$ cat src/rtl/sram_arb_pkg.sv
`default_nettype none
// ============================================================================
// Module      : sram_arb_pkg
// Description : Shared defaults, FSM state encoding and requester ids for the
//               two-port SRAM arbiter.
// Revision    : 1.0 - initial release
// ============================================================================
package sram_arb_pkg;

   localparam int c_ADDR_W = 11;
   localparam int c_DATA_W = 64;

   // Arbiter FSM states
   typedef enum logic [0:0] {
      ARB    = 1'b0,
      LOCKED = 1'b1
   } arb_state_t;

   // Requester identifiers, also used as the last-grantee pointer
   typedef enum logic [0:0] {
      HOST = 1'b0,
      CAL  = 1'b1
   } req_id_t;

   // 4-bit increment that sticks at 15
   function automatic logic [3:0] sat_inc4(input logic [3:0] v);
      return (v == 4'hf) ? v : v + 4'd1;
   endfunction

endpackage : sram_arb_pkg
`default_nettype wire

$ cat src/rtl/sram_arb_stat.sv
`default_nettype none
// ============================================================================
// Module      : sram_arb_stat
// Description : Saturating 16-bit count of contested cycles with a clear
//               input that loads 1 when a clear and a conflict coincide.
// Revision    : 1.0 - initial release
// ============================================================================
module sram_arb_stat
   import sram_arb_pkg::*;
(
   input  logic        clk,
   input  logic        rst_n,
   input  logic        conflict,
   input  logic        clr,
   output logic [15:0] cnt
);

   localparam logic [15:0] c_CNT_MAX = 16'hffff;

   logic [15:0] r_cnt;

   // Clear wins over hold, but a coincident conflict is still counted
   always_ff @(posedge clk or negedge rst_n) begin
      if (!rst_n) begin
         r_cnt <= 16'h0000;
      end else if (clr) begin
         r_cnt <= conflict ? 16'h0001 : 16'h0000;
      end else if (conflict && (r_cnt != c_CNT_MAX)) begin
         r_cnt <= r_cnt + 16'h0001;
      end
   end

   assign cnt = r_cnt;

endmodule : sram_arb_stat
`default_nettype wire

$ cat src/rtl/sram_port_arb.sv
`default_nettype none
// ============================================================================
// Module      : sram_port_arb
// Description : Arbitrates a single-port SRAM between a host and a calc
//               engine. Grants are combinational, read data returns one
//               cycle later; the calc engine may lock the port.
// Revision    : 1.0 - initial release
// ============================================================================
module sram_port_arb
   import sram_arb_pkg::*;
#(
   parameter int ADDR_W = c_ADDR_W,
   parameter int DATA_W = c_DATA_W
) (
   input  logic              clk,
   input  logic              rst_n,
   input  logic              arb_mode,
   input  logic [3:0]        starve_max,
   input  logic              host_req,
   input  logic              host_we,
   input  logic [ADDR_W-1:0] host_addr,
   input  logic [DATA_W-1:0] host_wdata,
   output logic              host_gnt,
   output logic              host_rvld,
   output logic [DATA_W-1:0] host_rdata,
   input  logic              cal_req,
   input  logic              cal_we,
   input  logic              cal_lock,
   input  logic [ADDR_W-1:0] cal_addr,
   input  logic [DATA_W-1:0] cal_wdata,
   output logic              cal_gnt,
   output logic              cal_rvld,
   output logic [DATA_W-1:0] cal_rdata,
   output logic              inner_sram_we_n,
   output logic [ADDR_W-1:0] inner_sram_waddr,
   output logic [DATA_W-1:0] inner_sram_wdata,
   output logic              inner_sram_rd_n,
   output logic [ADDR_W-1:0] inner_sram_raddr,
   input  logic [DATA_W-1:0] inner_sram_rdata,
   output logic [15:0]       conflict_cnt,
   input  logic              conflict_cnt_rd
);

   arb_state_t r_state;
   req_id_t    r_last;
   logic [3:0] r_starve_cnt;
   logic       r_host_rvld;
   logic       r_cal_rvld;

   logic       w_contest;
   logic       w_locked;
   logic       w_host_win;
   logic       w_cal_win;

   assign w_contest = host_req & cal_req;

   // Lock only holds while cal_lock stays high; the cycle it drops the
   // arbiter already behaves as ARB, so the host can win that same cycle.
   assign w_locked  = (r_state == LOCKED) && cal_lock;

   // Winner selection
   always_comb begin
      w_host_win = 1'b0;
      w_cal_win  = 1'b0;
      if (w_locked) begin
         w_cal_win = cal_req;
      end else if (w_contest) begin
         if (!arb_mode) begin
            w_host_win = (starve_max != 4'd0) && (r_starve_cnt >= starve_max);
         end else begin
            w_host_win = (r_last == CAL);
         end
         w_cal_win = ~w_host_win;
      end else begin
         w_host_win = host_req;
         w_cal_win  = cal_req;
      end
   end

   // Grants are forced low while reset is asserted
   assign host_gnt = w_host_win & rst_n;
   assign cal_gnt  = w_cal_win & rst_n;

   // SRAM control mux; idle values when nothing is granted
   always_comb begin
      inner_sram_we_n  = 1'b1;
      inner_sram_waddr = '0;
      inner_sram_wdata = '0;
      inner_sram_rd_n  = 1'b1;
      inner_sram_raddr = '0;
      if (host_gnt) begin
         if (host_we) begin
            inner_sram_we_n  = 1'b0;
            inner_sram_waddr = host_addr;
            inner_sram_wdata = host_wdata;
         end else begin
            inner_sram_rd_n  = 1'b0;
            inner_sram_raddr = host_addr;
         end
      end else if (cal_gnt) begin
         if (cal_we) begin
            inner_sram_we_n  = 1'b0;
            inner_sram_waddr = cal_addr;
            inner_sram_wdata = cal_wdata;
         end else begin
            inner_sram_rd_n  = 1'b0;
            inner_sram_raddr = cal_addr;
         end
      end
   end

   // FSM with last-grantee pointer and host starvation counter
   always_ff @(posedge clk or negedge rst_n) begin
      if (!rst_n) begin
         r_state      <= ARB;
         r_last       <= CAL;
         r_starve_cnt <= 4'd0;
      end else begin
         case (r_state)
            ARB:     if (cal_gnt && cal_lock) r_state <= LOCKED;
            LOCKED:  if (!cal_lock)           r_state <= ARB;
            default:                          r_state <= ARB;
         endcase

         if (host_gnt) begin
            r_last <= HOST;
         end else if (cal_gnt) begin
            r_last <= CAL;
         end

         if (host_gnt) begin
            r_starve_cnt <= 4'd0;
         end else if (!w_locked && w_contest) begin
            r_starve_cnt <= sat_inc4(r_starve_cnt);
         end
      end
   end

   // Read-valid pipeline, one cycle behind the read grant
   always_ff @(posedge clk or negedge rst_n) begin
      if (!rst_n) begin
         r_host_rvld <= 1'b0;
         r_cal_rvld  <= 1'b0;
      end else begin
         r_host_rvld <= host_gnt & ~host_we;
         r_cal_rvld  <= cal_gnt & ~cal_we;
      end
   end

   assign host_rvld  = r_host_rvld;
   assign cal_rvld   = r_cal_rvld;
   assign host_rdata = r_host_rvld ? inner_sram_rdata : '0;
   assign cal_rdata  = r_cal_rvld  ? inner_sram_rdata : '0;

   sram_arb_stat u_stat (
      .clk      (clk),
      .rst_n    (rst_n),
      .conflict (w_contest),
      .clr      (conflict_cnt_rd),
      .cnt      (conflict_cnt)
   );

endmodule : sram_port_arb
`default_nettype wire
$ cat config.mk
export PLATFORM = sky130hd
export DESIGN_NAME = sram_port_arb
export DESIGN_NICKNAME = d
export VERILOG_FILES = /design/src/rtl/sram_arb_pkg.sv /design/src/rtl/sram_arb_stat.sv /design/src/rtl/sram_port_arb.sv
export SDC_FILE = /design/constraint.sdc
export NUM_CORES = 1
export LEC_CHECK = 0
export BUFFER_PORTS_ARGS = -buffer_cell sky130_fd_sc_hd__buf_2
export CELL_PAD_IN_SITES_DETAIL_PLACEMENT = 1
export CELL_PAD_IN_SITES_GLOBAL_PLACEMENT = 1
export CORE_AREA = 5 5 179 181
export CTS_BUF_LIST = sky130_fd_sc_hd__clkbuf_2
export CTS_CLUSTER_DIAMETER = 30
export DETAILED_ROUTE_END_ITERATION = 12
export DIE_AREA = 0 0 184 186
export GPL_ROUTABILITY_DRIVEN = 0
export MAX_ROUTING_LAYER = met4
export PLACE_DENSITY_LB_ADDON = 0.1
export SYNTH_ARGS = -nofsm -noshare
export SYNTH_HDL_FRONTEND = slang
export SYNTH_SLANG_ARGS = --single-unit
export TNS_END_PERCENT = 50
$ cat constraint.sdc
create_clock -name clk -period 4.9 [get_ports clk]
set_input_delay 0.49 -clock clk [delete_from_list [all_inputs] [get_ports clk]]
set_output_delay 0.49 -clock clk [all_outputs]
set_load 0.02 [all_outputs]
======== Word-level counts from Yosys, hierarchy flattened ========
Index checks and enable logic that the tools add are counted.
word-level totals
  bits in registers ....................... 24
cells by class
  bitwise logic cells ..................... 9
  order comparisons ....................... 1
  reduce and logical (&&, ||, !) cells .... 11
  multiplexer cells ....................... 40
  add/sub/neg operators ................... 2
  equal/unequal tests ..................... 3
operator list
  kind                     number
  $mux W64                 6
  $mux W11                 8
  $mux W16                 2
  $mux W1                  20
  $add A16 B1 Y16 const B  1
  $ne A16 B16 Y1 const B   1
  $mux W4                  3
  $reduce_bool A2 Y1       3
  $and A1 B1 Y1            5
  $logic_and A1 B1 Y1      5
  $add A4 B1 Y4 const B    1
  $eq A4 B4 Y1 const B     1
  $ge A4 B4 Y1             1
  $not A1 Y1               4
  $reduce_bool A4 Y1       1
  $ne A2 B2 Y1 const B     1
  $pmux W1 S2              1
  $reduce_and A2 Y1        1
  $logic_not A1 Y1         1

======== Logic depth before layout (Yosys ltp) ========
  depth after elaboration ................. 12
  gate-level depth with buffers ........... 9
  mapped depth without buffers ............ 6

======== Hierarchy ========
A second synthesis with hierarchy kept.
unflattened totals
  cells, all modules ...................... 525
  area, all modules ....................... 4003.8 um^2
by module, submodules not included
  module         seq. area each (um^2)  times used  cells each  area an instance (um^2)
  sram_port_arb  201.4                  1           423         3044.2
  sram_arb_stat  400.4                  1           102         959.7

======== Worst setup path before layout ========
No wires, ideal clock.
  path kind ............................... input to output
  start point ............................. input starve_max[3]
  end point ............................... output inner_sram_waddr[1]
  path slack .............................. 2305 ps
  required time ........................... 4410 ps
  path buffers ............................ 3
  arrival ................................. 2105 ps
  cell stages on the path ................. 9
  path through ............................ inv_1 > ha_1 > o211ai_1 > o21a_1 > o31a_1 > buf_2 > buf_4 > buf_4 > o2bb2ai_1
on the way
  word-level cells in the longest chain between the ends .. 11
RTL lines
  item                                                       RTL line              text
  start: declaration                                         sram_port_arb.sv:18   input logic [3:0] starve_max,
  $ge A4 B4 Y1 / $reduce_bool A4 Y1 (equally long branches)  sram_port_arb.sv:69   w_host_win = (starve_max != 4'd0) && (r_starve_cnt >= starve_max);
  $logic_and A1 B1 Y1 (*)                                    sram_port_arb.sv:69
  $mux W1 (*)                                                sram_port_arb.sv:68   if (!arb_mode) begin
  $mux W1 (*)                                                sram_port_arb.sv:67   end else if (w_contest) begin
  $mux W1 (*)                                                sram_port_arb.sv:65   if (w_locked) begin
  $not A1 Y1                                                 sram_port_arb.sv:73   w_cal_win = ~w_host_win;
  $mux W1                                                    sram_port_arb.sv:67
  $mux W1                                                    sram_port_arb.sv:65
  $and A1 B1 Y1                                              sram_port_arb.sv:82   assign cal_gnt = w_cal_win & rst_n;
  $mux W11                                                   sram_port_arb.sv:100  end else if (cal_gnt) begin
  $mux W11 (*)                                               sram_port_arb.sv:91   if (host_gnt) begin
  end: declaration                                           sram_port_arb.sv:35   output logic [ADDR_W-1:0] inner_sram_waddr,
Every way passes the cells marked *; elsewhere a longest branch is shown, timed or not. The select of a mux whose other input is x is not followed.

======== Final worst setup path ========
  start point ............................. register r_starve_cnt[3]
  end point ............................... output inner_sram_wdata[4]
on the way
  word-level cells in the longest chain between the ends .. 11
RTL lines
  item                      RTL line              text
  start: declaration        sram_port_arb.sv:46   logic [3:0] r_starve_cnt;
  start signal: assignment  sram_port_arb.sv:134  r_starve_cnt <= sat_inc4(r_starve_cnt);
  $ge A4 B4 Y1 (*)          sram_port_arb.sv:69
  $logic_and A1 B1 Y1 (*)   sram_port_arb.sv:69
  $mux W1 (*)               sram_port_arb.sv:68
  $mux W1 (*)               sram_port_arb.sv:67
  $mux W1 (*)               sram_port_arb.sv:65
  $not A1 Y1                sram_port_arb.sv:73
  $mux W1                   sram_port_arb.sv:67
  $mux W1                   sram_port_arb.sv:65
  $and A1 B1 Y1             sram_port_arb.sv:82
  $mux W64                  sram_port_arb.sv:100
  $mux W64 (*)              sram_port_arb.sv:91
  end: declaration          sram_port_arb.sv:36   output logic [DATA_W-1:0] inner_sram_wdata,
Marked as above.

==> qor.yml <==
netlist.top_cell.by_area: "and2_1"
p_clk_share_pct: 14.0
multiInputGateArea_mm2: 0.002903
critPathMaxStageDelay_ns: 0.53
start_util_pct: 12.69
synth_nets: 757
grt_pass1_wl_um: 39780
grt_overflow: 0
grt_util_met2_pct: 28.15
netlist_area_mm2: 0.003842
cts_tree: "yes"
cts_buffers: 3
path_cells: "ha_1, a221oi_1, o21a_1, o21a_2, buf_12, o2bb2ai_1, buf_2"
worstReg2RegStart: "r_state"
outcome: "complete, no violations"
startpoint: "r_starve_cnt[3]"
pwr-share-seq_pct: 23.9
ys_types: 51
io_pins: 463
leakage_nw: 3.427
syn_inst: 524
drive_gt1_share_pct: 52.26
max_freq_mhz: 290.3
cts-hold-fix-buffers: 0
antenna_found_initial: 14
h-tree-depth: 1
path_max_fanout: 55
cp-end-kind: "primary output"
cts.sinks: 24
routed_wl_um: 28220
required_ns: 4.41
placed_cells: 1322
post-route-period-util_pct: 70.29
regArea_um2: 601.8
cts_setup_buffers: 0
drtIter0Drc: 164
grt_max_degree: 89
comb_power_share_pct: 62.2
setup_viol_count_final: 0
area.growth.synth_to_final_pct: 69.52
ant_nets: 0
instances_no_fill: 1339
die_area_mm2: 0.03422
min_period_ns: 3.444
post-route-drc-count: 0
power.switching_mw: 0.4965
clk_latency_ns: 0.38
cp.arrival_ns: 2.95
fin_nets: 1164
path_class: "reg -> out"
power_density_mw_per_mm2: 154.2
slew_viol_final: 0
timing_hold_violations_final: 0
whs_ns: 0.04711
io_buffers: 462
routedWlPerCell_um: 21.07
met1_usage_pct: 16.86
grtUsageMet3_pct: 4.280
drt_first_pass_iters: 4
die_h_um: 186
min_path_type: "in -> async"
synth-edff-count: 0
clock_skew_ns: 0.04277
yosysWarnings: 0
avgSynthCellArea_um2: 7.333
grt_pass1_vias: 6333
rows: 64
maxSlewHeadroom_pct: 33.82
synthArstFlopShare_pct: 100.0
fillerInstances: 3842
final_util_pct: 21.52
path_clk_slew_ns: 0.24
internal_power_mw: 0.5078
startpoint_type: "register"
vias: 5884
synth.area.top_cells: "and2_1, o2bb2ai_1, dfrtp_1, nand4_1, clkbuf_1"
synth_seq_cells: 24
max_slew.worst_pin.slew_ns: 0.9928
ys.flop_type: "dfrtp_1"
coreArea_mm2: 0.03027
dieWidth_um: 184
vdd_drop_max_mv: 0.1204
cts-root-buf: "clkbuf_2"
tns_ns: 0
post_cts_resized: 0
critPathSlowestCell: "o21a_2"
grt_busiest_layer: "met2"
drv_cap: 0
rsz0062_at_grt: "no"
dp_hpwl_um: 23100
synth.top_cell.area_share_pct: 21.17
p_sw_share_pct: 49.44
viasPerCell: 4.394
grt.total_usage_pct: 15.34
ys_seq_area_share_pct: 15.66
clockBufferDepth: 2
==> critical path, delay by kind of cell, from the launching register on <==
kind / cells / cell delay [ns]
adder cells (fa/ha/maj): 1 / 0.30
AO/OA/AOI/OAI: 4 / 1.26
buffers and inverters: 2 / 0.55
flip-flops: 1 / 0.47
==> routing by layer <==
metal	up-vias	wire length (µm)
met1	2750	10520
li1	2828	-
met5	-	0
met2	292	14680
met4	0	342
met3	14	2670
==> final cells by class <==
| type | count | share of cell area, % |
|---|---|---|
| Antenna cell | 13 | 0.4994 |
| Clock buffer | 3 | 0.2305 |
| Sequential cell | 24 | 9.239 |
| Clock inverter | 1 | 0.4610 |
| Multi-Input combinational cell | 420 | 44.56 |
| Tap cell | 396 | 7.607 |
| Timing Repair Buffer | 471 | 36.77 |
| Inverter | 11 | 0.6339 |
==> worst paths after layout <==
check	end	slack [ns]	depth (start not counted)
hold reg to reg	r_last	0.52	2
max in group asynchronous	u_stat.cnt[2]	3.61	2
setup / recovery	inner_sram_wdata[4]	1.46	7
min in group clk	r_state	0.40	2
setup reg to reg	r_starve_cnt[3]	2.76	4
hold / removal	r_starve_cnt[2]	0.05	1
==> cells in the mapped netlist, types with 2 or more instances <==
| master | n |
|---|---|
| a21boi_0 | 2 |
| a21oi_1 | 13 |
| a22oi_1 | 2 |
| a31oi_1 | 3 |
| and2_1 | 130 |
| and3_1 | 2 |
| and4_1 | 3 |
| buf_2 | 13 |
| buf_4 | 8 |
| clkbuf_1 | 48 |
| dfrtp_1 | 23 |
| ha_1 | 6 |
| inv_1 | 11 |
| mux2_2 | 2 |
| mux2i_1 | 2 |
| nand2_1 | 12 |
| nand3_1 | 7 |
| nand4_1 | 91 |
| nor2_1 | 8 |
| nor2b_1 | 3 |
| nor3_1 | 4 |
| nor4_1 | 3 |
| o21a_1 | 2 |
| o21ai_0 | 4 |
| o2bb2ai_1 | 86 |
| o311ai_0 | 2 |
| o31a_1 | 2 |
| o31ai_1 | 3 |
| o41ai_1 | 2 |
| or3_1 | 4 |
| or4_1 | 3 |
==> metrics by stage <==
stage | setup slack [ns] | area (µm²) | power [mW]
global route | 1.117 | 6511 | 1.083
global placement | 1.520 | 6436 | 0.8818
floorplan | 2.305 | 3842 | 0.5992
detailed placement | 1.514 | 6436 | 0.8806
CTS | 1.320 | 6481 | 1.027
finish | 1.456 | 6514 | 1.004
==> kinds of logic after synthesis <==
family                     share of synthesized area (%)
and+or+nand+nor                                    43.99
muxes                                              1.107
DFF                                                15.66
adders and majority gates                          1.954
xor gates and xnor gates                          0.4560
buffers and inverters                              9.020
AOI/OAI and AO/OA                                  27.81
==> flip-flops by register name, summed over array words and instances, names as in the netlist <==
name,count
r_last,1
u_stat.cnt,16
r_state,1
r_starve_cnt,4
host_rvld,1
cal_rvld,1
==> power by group through the flow <==
stage	Combinational [mW]	Sequential [mW]	Clock, mW
finish	0.624	0.240	0.140
global route	0.684	0.243	0.156
CTS	0.639	0.240	0.148
detailed placement	0.637	0.243	0
global placement	0.638	0.244	0
floorplan	0.361	0.238	0
==> placed cells by master (no fill, tap or decap), types with 2 or more instances in the layout <==
master,count
and3_1,2
o2bb2ai_1,86
and4_1,3
a31oi_1,3
nor4_1,3
dfrtp_1,23
a22oi_1,2
o31ai_1,3
inv_1,11
nand2_1,12
buf_4,9
and2_1,130
o41ai_1,2
mux2i_1,2
o21a_1,2
nor2b_1,3
nand4_1,91
nand3_1,7
or4_1,3
ha_1,6
nor3_1,4
o311ai_0,2
mux2_2,2
buf_2,461
clkbuf_2,3
o21ai_0,4
a21oi_1,13
diode_2,13
a21boi_0,2
nor2_1,8
or3_1,4
Note: power is estimated with default switching activity, not from simulation.
